### config.mk
export PLATFORM = sky130hd
export DESIGN_NAME = serial_lane_arbiter
export DESIGN_NICKNAME = d
export VERILOG_FILES = /design/src/rtl/serial_lane_pkg.sv /design/src/rtl/piso_shift_reg.sv /design/src/rtl/serial_lane_arbiter.sv
export SDC_FILE = /design/constraint.sdc
export NUM_CORES = 1
export LEC_CHECK = 0
export ABC_AREA = 1
export ABC_CLOCK_PERIOD_IN_PS = 4700
export CORE_MARGIN = 2
export CORE_UTILIZATION = 51
export CTS_CLUSTER_DIAMETER = 30
export DETAILED_ROUTE_END_ITERATION = 16
export GPL_ROUTABILITY_DRIVEN = 0
export PLACE_DENSITY = 0.9
export SLEW_MARGIN = 20
export SYNTH_ARGS = -nofsm -noshare
export SYNTH_HDL_FRONTEND = slang
export SYNTH_HIERARCHICAL = 1
export SYNTH_SLANG_ARGS = --single-unit
### constraint.sdc
create_clock -name clk -period 4.7 [get_ports clk]
set_clock_uncertainty 0.05 [all_clocks]
set_input_delay 1.41 -clock clk [delete_from_list [all_inputs] [get_ports clk]]
set_output_delay 1.41 -clock clk [all_outputs]
set_load 0.05 [all_outputs]
### src/rtl/serial_lane_pkg.sv
// serial_lane_pkg: shared types and constants for serial_lane_arbiter.
// Holds the FSM state encoding and the frame source identifiers.
package serial_lane_pkg;

  typedef enum logic [1:0] {
    ST_IDLE  = 2'd0,
    ST_SHIFT = 2'd1,
    ST_GAP   = 2'd2
  } state_e;

  localparam logic SRC_A = 1'b0;
  localparam logic SRC_B = 1'b1;

  // Round-robin pick: the requester not served last wins a tie.
  function automatic logic pick(
    input logic req_me,
    input logic req_other,
    input logic last_src,
    input logic me
  );
    return req_me & (~req_other | (last_src != me));
  endfunction

endpackage

### src/rtl/piso_shift_reg.sv
// piso_shift_reg: parallel-in serial-out register, MSB first.
// Ports: clk, Rst (async high), load, shift, d[WIDTH], q_msb.
module piso_shift_reg #(
  parameter int WIDTH = 8
) (
  input  logic             clk,
  input  logic             Rst,
  input  logic             load,
  input  logic             shift,
  input  logic [WIDTH-1:0] d,
  output logic             q_msb
);

  logic [WIDTH-1:0] sr;

  // Load has priority so a grant always starts a clean word.
  always_ff @(posedge clk or posedge Rst) begin
    if (Rst) begin
      sr <= '0;
    end else if (load) begin
      sr <= d;
    end else if (shift) begin
      sr <= sr << 1;
    end
  end

  assign q_msb = sr[WIDTH-1];

endmodule

### src/rtl/serial_lane_arbiter.sv
// serial_lane_arbiter: round-robin A/B scheduler driving one serial lane.
// Ports: clk, Rst, req/data/gnt per requester, serial_out, frame_* , busy.
module serial_lane_arbiter
  import serial_lane_pkg::*;
#(
  parameter int WIDTH = 8,
  parameter int GAP   = 1
) (
  input  logic             clk,
  input  logic             Rst,
  input  logic             req_a,
  input  logic [WIDTH-1:0] data_a,
  output logic             gnt_a,
  input  logic             req_b,
  input  logic [WIDTH-1:0] data_b,
  output logic             gnt_b,
  output logic             serial_out,
  output logic             frame_valid,
  output logic             frame_start,
  output logic             frame_src,
  output logic             busy
);

  localparam int CW = $clog2(WIDTH + 1);
  localparam int GW = (GAP > 0) ? $clog2(GAP + 1) : 1;

  localparam logic [1:0] S_IDLE  = ST_IDLE;
  localparam logic [1:0] S_SHIFT = ST_SHIFT;
  localparam logic [1:0] S_GAP   = ST_GAP;

  logic [1:0]       state;
  logic             last_src;
  logic             src_q;
  logic [CW-1:0]    bit_cnt;
  logic [GW-1:0]    gap_cnt;
  logic             idle;
  logic             shifting;
  logic             sel_a;
  logic             sel_b;
  logic             grant;
  logic             q_msb;
  logic [WIDTH-1:0] load_word;

  assign idle     = (state == S_IDLE);
  assign shifting = (state == S_SHIFT);

  assign sel_a = pick(req_a, req_b, last_src, SRC_A);
  assign sel_b = pick(req_b, req_a, last_src, SRC_B);

  // Grants are masked during reset so nothing is captured on release.
  assign gnt_a = idle & ~Rst & sel_a;
  assign gnt_b = idle & ~Rst & sel_b;
  assign grant = gnt_a | gnt_b;

  assign load_word = gnt_b ? data_b : data_a;

  piso_shift_reg #(
    .WIDTH(WIDTH)
  ) u_piso (
    .clk  (clk),
    .Rst  (Rst),
    .load (grant),
    .shift(shifting),
    .d    (load_word),
    .q_msb(q_msb)
  );

  always_ff @(posedge clk or posedge Rst) begin
    if (Rst) begin
      state    <= S_IDLE;
      last_src <= SRC_B;
      src_q    <= SRC_A;
      bit_cnt  <= '0;
      gap_cnt  <= '0;
    end else begin
      unique case (state)
        S_IDLE: begin
          if (grant) begin
            state    <= S_SHIFT;
            src_q    <= gnt_b;
            last_src <= gnt_b;
            bit_cnt  <= CW'(WIDTH);
          end
        end
        S_SHIFT: begin
          bit_cnt <= bit_cnt - CW'(1);
          if (bit_cnt == CW'(1)) begin
            if (GAP > 0) begin
              state   <= S_GAP;
              gap_cnt <= GW'(GAP);
            end else begin
              state <= S_IDLE;
            end
          end
        end
        S_GAP: begin
          gap_cnt <= gap_cnt - GW'(1);
          if (gap_cnt == GW'(1)) begin
            state <= S_IDLE;
          end
        end
        default: state <= S_IDLE;
      endcase
    end
  end

  // Frame markers come straight from state and counter flops.
  assign frame_valid = shifting;
  assign frame_start = shifting & (bit_cnt == CW'(WIDTH));
  assign serial_out  = shifting & q_msb;
  assign frame_src   = src_q;
  assign busy        = ~idle;

endmodule

==> results, run 1 <==
- The run finished with clean final reports.
- The core footprint is 1960 µm².
- Setup repair after global routing left no endpoint under its margin.
- Dividing the final minimum period by the clock period gives 83.1%.
- The worst setup path is of the in -> out kind.
- Of all nets on the critical path, the largest fanout is 10.
- The mapped netlist covers 1050 µm².
- The CTS clock-pin slew for the worst setup and hold paths is 0.10 ns.
- From bottom edge to top edge, the die measures 49.5 µm.
- In this run the critical register-to-register path is captured at u_piso/sr[4].
- Of the synthesized area, sequential elements account for 40.5%.
- Broken down by cell family, the worst path's largest delay share belongs to buffers and inverters.
- Yosys attributes the largest share of cell area to dfrtp_1 (38%), nand2_1 (22%), nand3_1 (9.5%), inv_1 (5.0%), nor2_8 (3.8%).
- The maximum level of the CTS H-tree is 1.
- The initial antenna violation count is 0.
- The number of unique standard cell types used by synthesis is 23.
- The synthesized design devotes to its leading area cell type 38.0% of total area.
- The setup check on the worst reg-to-reg path leaves a slack of 2.86 ns.
- The first global-routing pass estimated 3860 µm of wire.
- The proportion of synthesized flip-flops having asynchronous set or reset is 100%.
- After clock tree synthesis, the repair step resized 0 gates.
- The worst max-slew margin expressed relative to the limit is 66.2%.
- Ranked by instance count, the synthesized netlist is headed by nand2_1 (62), nand3_1 (20), dfrtp_1 (16).
- The initial utilization of the core area, before any placement, comes to 53.7%.
- Entering global routing, the biggest net connects 13 pins.
- The CTS tree is built.
- For the finished layout, the period the worst path requires is 3.91 ns.
- The final cell area excluding filler cells is 1370 µm².
- Buffers inserted during clock tree synthesis total 3.
- The power density over the cells is 605 nW/µm².
- The post-layout net count is 192.
- The via-per-instance ratio is 5.03.
- The post-CTS setup buffer count is 0.
- For this run, the slowest stage of the critical path takes 0.50 ns.
- The signal on the critical path passes through clkdlybuf4s50_1 > nand2_1 > nor2_8 > buf_12.
- The final hold violation count is 0.
- For the worst setup path, the data arrival time is 2.45 ns.
- The count of final setup violators is 0.
- The number of filler instances in the final layout is 179.
- From synthesis to final layout, the design area changed by 29.8%.
- The max-slew violation total from the final report is 0.
- During I/O placement, the number of pins put on the boundary was 27.
- Hold repair after CTS inserted 0 buffers.
- In the final timing run, aggregate negative setup slack is 0 ns.
- The deepest clock path buffer count is 2.
- The post-route netlist has 10.7% of its cells at a drive strength greater than 1.
- The most numerous cell in the Yosys netlist is nand2_1.
- The clock drives 17 sinks.
- The average cell area after synthesis is 7.47 µm².
- The first detailed-routing pass took 4 iterations.
- For this run, the total global-route usage over all layers was measured as 20.3%.
- In this run the cell area measured after placement is 1340 µm².
- The sequential cell area is 427 µm².
- Across the VDD grid, the largest voltage drop is 0.450 mV.
- The DRC violation total after the first TritonRoute iteration is 30.
- The required time reported for the critical path endpoint is 3.24 ns.
- The path class of the lowest-slack min-delay path is reg -> reg.
- The beginning of the worst hold path is frame_src.
- The path with the worst hold slack has its endpoint at frame_src.
- The insertion delay to the later sink of the worst-skew pair is 0.29 ns.
- The repair_antennas step left the layout with diodes totalling 0.
- The number of global-route vias before repair is 893.
- For this block, the routed nets add up to 2280 µm of wire.
- The beginning of the worst register-to-register path is state[1].
- The slew at the pin with the worst max-slew slack is 0.506 ns.
- The analysis attributes to cell leakage a power of 0.715 nW.
- The library cell contributing the largest single delay on the critical path is clkdlybuf4s50_1.
- The sort of element at the start of the critical path is an input port.
- The logic depth of the worst path, buffers included is 4.
- After detailed routing, the number of remaining DRC violations is 0.
- In this run the core area contains 16 standard-cell rows.
- The dominant cell type by area after synthesis is dfrtp_1.
- The timing-limited maximum frequency is 256 MHz.
- When the netlist entered floorplanning its net count stood at 164.
- Together, buffers and inverters on the worst path number 2.
- The post-detailed-route count of antenna-violating nets is 0.
- The most instantiated flip-flop cell in the synthesis netlist is dfrtp_1.
- During placement, the flow inserted port buffers numbering 26.
- The total via count after detailed routing is 981.
- The tool flagged a number of max-cap violations equal to 0.
- The depth of the worst register-to-register path is 8.
- The hold-critical path depth is 2.
- The master cell of the clock root buffer is clkbuf_4.
- The number of synthesized register bits is 17.
- From left edge to right edge, the die measures 49.5 µm.
- After global routing the overflow that remains totals 0.
- The placed wire-length estimate is 1810 µm.
- The area of the die is 2450 µm².
- The number of standard cells after synthesis is 141.
- Yosys printed 6 warnings.
- The synthesized design contains 0 enable-type register cells.
- The critical path endpoint category is an output pin.
- Dividing the detail-routed wire length by the instance count gives 11.7 µm.
- The multi-input combinational cells in the finished layout cover a total of 536 µm².
-- layer usage --
| layer | routed length (µm) | track usage, % | share of wire (%) | vias up |
|---|---|---|---|---|
| li1 | - | - | - | 495 |
| met1 | 988 | 26.0 | 43 | 441 |
| met2 | 1140 | 35.6 | 50 | 41 |
| met3 | 131 | 3.03 | 5.7 | 4 |
| met4 | 19 | 6.02 | 0.83 | 0 |
| met5 | 0 | 0 | 0 | - |
-- worst register-to-register path, stage by stage (launching register included) --
cell	delay, ns
dfrtp_1	0.44
nor2_4	0.18
nand2_4	0.10
nor2_8	0.19
nor2_4	0.10
inv_1	0.32
inv_2	0.14
nand3_1	0.11
nand3_1	0.10
-- cell type report --
type	instances	share of cell area, %
clock buffer	3	1.65
tap	27	2.47
timing repair buffer	27	21.0
clock inverter	1	0.366
sequential	17	31.2
inverter	15	4.12
multi-input combinational	105	39.2
-- placed cells by master (no fill, tap or decap), drive strengths merged --
cell type       n
or2             1
nor4            1
a21oi           1
nand3b          1
nand2          63
clkdlybuf4s50  24
dfstp           1
dfrtp          16
nand3          20
clkinv          1
clkbuf          3
ha              3
buf             3
nor3            2
o21ai           3
inv            15
nor2            9
nand4           1
-- through the flow --
| stage | hold slack (ns) | setup slack [ns] | util, % | power (mW) | instances |
|---|---|---|---|---|---|
| finish | 0.431 | 0.792 | 69.7 | 0.827 | 195 |
| global route | 0.469 | 0.711 | 69.7 | 0.893 | 195 |
| CTS | 0.433 | 0.784 | 69.7 | 0.827 | 195 |
| detailed placement | 0.409 | 0.788 | 68.3 | 0.747 | 191 |
| global placement | 0.407 | 0.824 | 68.3 | 0.718 | 191 |
| floorplan | 0.393 | 1.08 | - | 0.635 | 141 |
-- state kept, by name, indices dropped and copies added, names as in the netlist --
signal	cells
frame_src	1
u_piso/sr	8
bit_cnt	4
state	2
gap_cnt	1
last_src	1
-- power breakdown --
group	leakage [nW]	switching, mW	internal (mW)	total (mW)
registers	0.211	0.0532	0.216	0.269
clock network	0.0177	0.0480	0.0316	0.0796
logic	0.487	0.311	0.168	0.479
total	0.715	0.412	0.415	0.827
-- worst max path at each step --
stage          startpoint           to  slack (ns)
2_1_floorplan         Rst        gnt_a        1.08
3_3_place_gp        req_b        gnt_b        0.82
3_5_place_dp        req_b        gnt_b        0.79
4_1_cts             req_b        gnt_b        0.78
5_1_grt          state[1]  frame_valid        0.71
6_report            req_b        gnt_b        0.79
-- logic make-up (layout without fill, tap and decap cells) --
kind of cell	Yosys count	count (layout)	synth area share, %
flip-flops	17	17	40.5
buffers and inverters	19	46	8.67
adder cells (fa/ha/maj)	3	3	3.56
AO/OA/AOI/OAI	4	4	1.90
AND/OR/NAND/NOR	98	98	45.4
Power figures use the tool's default switching activity.
==> run 2: changes to the inputs <==
--- a/config.mk
+++ b/config.mk
@@ -6,13 +6,13 @@
 export NUM_CORES = 1
 export LEC_CHECK = 0
 export ABC_AREA = 1
-export ABC_CLOCK_PERIOD_IN_PS = 4700
+export ABC_CLOCK_PERIOD_IN_PS = 3800
 export CORE_MARGIN = 2
-export CORE_UTILIZATION = 51
+export CORE_UTILIZATION = 48
 export CTS_CLUSTER_DIAMETER = 30
 export DETAILED_ROUTE_END_ITERATION = 16
 export GPL_ROUTABILITY_DRIVEN = 0
-export PLACE_DENSITY = 0.9
+export PLACE_DENSITY = 0.86
 export SLEW_MARGIN = 20
 export SYNTH_ARGS = -nofsm -noshare
 export SYNTH_HDL_FRONTEND = slang
==> constraint.sdc (replaced) <==
create_clock -name clk -period 3.8 [get_ports clk]
set_clock_uncertainty 0.05 [all_clocks]
set_input_delay 1.14 -clock clk [delete_from_list [all_inputs] [get_ports clk]]
set_output_delay 1.14 -clock clk [all_outputs]
set_load 0.05 [all_outputs]
==> run 2 against run 1 <==
Critical path depth stayed put. Register-to-register slack got worse by 0.86 ns. Worst setup slack got worse by 0.36 ns. Utilization decreased by 1.7 points. Final cell count up 0.51%. Routed wire length shrank 3.1%. Design area rose by 0.55%. First-iteration DRC count shrank 3.3%. Highest routed layer unchanged.
==> results, run 2 (synthesis gave the netlist of run 1 again) <==
- The run finished with clean final reports.
- The critical path goes through clkdlybuf4s50_1 > nand2_1 > nor2_8 > buf_12.
- The core utilization of the finished layout came to 68.0% (-1.7 points).
- The CTS buffer count is 3 (unchanged).
- The total of hold buffers inserted after clock tree synthesis came to 0 (unchanged).
- The power density over the cells was 744 nW/µm² (+23%).
- The library cell contributing the largest single delay on the critical path is clkdlybuf4s50_1.
- The maximum level of the CTS H-tree came to 1 (unchanged).
- The total via count after detailed routing is 996 (+1.5%).
- The number of max-cap violations is 0 (unchanged).
- In the layout the commonest cells are nand2_1 (62), clkdlybuf4s50_1 (24), nand3_1 (20).
- The iteration count of the initial detailed-routing pass was 4 (unchanged).
- The post-layout net count is 193 (+0.52%).
- The power after layout is 1.02 mW (+24%).
- The placed wire-length estimate is 1730 µm (-4.5%).
- The critical path arrival is 2.18 ns (-0.27 ns).
- The die outline width was 50.9 µm (+2.8%).
- The core footprint is 2020 µm² (+3.1%).
- The detail-routed net length per standard cell is 11.3 µm (-3.6%).
- The initial antenna violation count came to 0 (unchanged).
- The DRC violation total after the first TritonRoute iteration is 29 (-3.3%).
- Ranked by flip-flop count, first place goes to u_piso/sr.
- The insertion delay to the later sink of the worst-skew pair is 0.30 ns (about the same).
- The total wire length after detailed routing is 2210 µm (-3.1%).
- The required time reported for the critical path endpoint is 2.61 ns (-0.63 ns).
- The sort of element at the start of the critical path is an input port.
- The max-slew violation total from the final report is 0 (unchanged).
- The number of diodes came to 0 (unchanged).
- The worst setup path is captured at an output pin.
- Compared with the post-synthesis result, the final layout area differs by 30.5%.
- The ratio of cells with drive above 1 in the final layout is 11.2% (+0.53 points).
- The final sum of negative setup slack came to 0 ns (unchanged).
- The number of instances resized during post-cts repair is 0 (unchanged).
- The standby leakage power is 0.720 nW (+0.66%).
- The delay of the slowest cell on the worst path is 0.50 ns (about the same).
- The largest registers in the layout are u_piso/sr: 8 flops, bit_cnt: 4 flops, state: 2 flops.
- The final critical-path required period is 3.37 ns.
- The starting utilization of the core area is 52.1% (-1.6 points).
- The CTS tree is built.
- The path class of the lowest-slack min-delay path is reg -> reg.
- The deepest clock path buffer count is 2 (unchanged).
- The final hold violation count was 0 (unchanged).
- The worst max-slew margin expressed relative to the limit came to 66.2% (about the same).
- The row count is 16 (unchanged).
- Timing would allow up to 297 MHz.
- The count of buffers from port buffering is 26 (unchanged).
- The DRC violation count after routing is 0 (unchanged).
- The global route total overflow is 0 (unchanged).
- The total clock sinks is 17 (unchanged).
- The critical-path maximum fanout came to 10 (unchanged).
- The post-route clock period utilization is 88.6%.
- The area of the die is 2590 µm² (+5.7%).
- The top-level port count was 27 (unchanged).
- The via-per-instance ratio is 5.08 (+1.0%).
- The slew at the pin with the worst max-slew slack is 0.505 ns (-0.000486 ns).
- The post-CTS setup buffer count is 0 (unchanged).
- The maximum VDD drop was 0.553 mV (+23%).
- The CTS clock-pin slew for the worst setup and hold paths is 0.10 ns (about the same).
- The total routing resource utilization after global routing is 18.8% (-1.6 points).
- The library cell used most frequently in the layout, excluding fill and tap cells, is nand2_1.
- The first-pass GRT wire length is 3710 µm (-3.8%).
- The height of the die was 50.9 µm (+2.8%).
- The flip-flop count of the largest register after layout is 8 (unchanged).
- The number of global-route vias before repair is 885 (-0.90%).
- The count of final setup violators was 0 (unchanged).
- In this run the clock root is driven by a clkbuf_4.
- The type of the worst setup path is in -> out.
- The maximum number of pins on one net before global-route repair is 13 (unchanged).
- The post-detailed-route count of antenna-violating nets is 0 (unchanged).
- Setup repair after global routing left no endpoint under its margin.
## run 2: cell types whose count changed in the layout (fill, tap and decap cells not counted)
cell   previous run  this run
buf_4             1         2
## run 2: per-layer routing
layer	track usage [%]	vias to the layer above	share of wire [%]
li1	-	495	-
met1	23.5	451	43
met2	34.0	46	49
met3	2.92	4	6.3
met4	4.05	0	1.2
met5	0	-	0
## run 2: path summary, 6_finish.rpt
kind                                start            to  slack, ns  depth (start not counted)
worst max-delay path                req_b         gnt_b       0.43                          4
worst min-delay path            frame_src     frame_src       0.43                          2
worst max register to register   state[1]  u_piso/sr[6]       2.00                          8
worst min register to register  frame_src     frame_src       0.43                          2
max in group asynchronous             Rst      last_src       2.27                          3
min in group asynchronous             Rst  u_piso/sr[6]       1.05                          2
## run 2: power by group
part | switching, mW | internal, mW | total [mW] | leakage [nW]
Clock | 0.0611 | 0.0393 | 0.100 | 0.0177
Combinational | 0.375 | 0.216 | 0.591 | 0.492
Sequential | 0.0644 | 0.267 | 0.331 | 0.211
## run 2: critical path: cells and delay by family
kind,cells,cell delay (ns)
and+or+nand+nor,2,0.37
buffers and inverters,2,0.67
## run 2: layout make-up
type	count	area (µm²)
fill	157	647
multi-input combinational	105	536
sequential	17	427
timing repair buffer	28	295
inverter	15	56.3
tap	27	33.8
clock buffer	3	22.5
clock inverter	1	5.00
## run 2: through the flow
step	hold WS, ns	instances	worst slack, ns	cell area, µm²
after floorplan	0.393	141	0.716	1050
after global placement	0.406	192	0.466	1350
after detailed placement	0.409	192	0.432	1350
after CTS	0.433	196	0.430	1380
after global routing	0.478	196	0.352	1380
final	0.428	196	0.433	1380
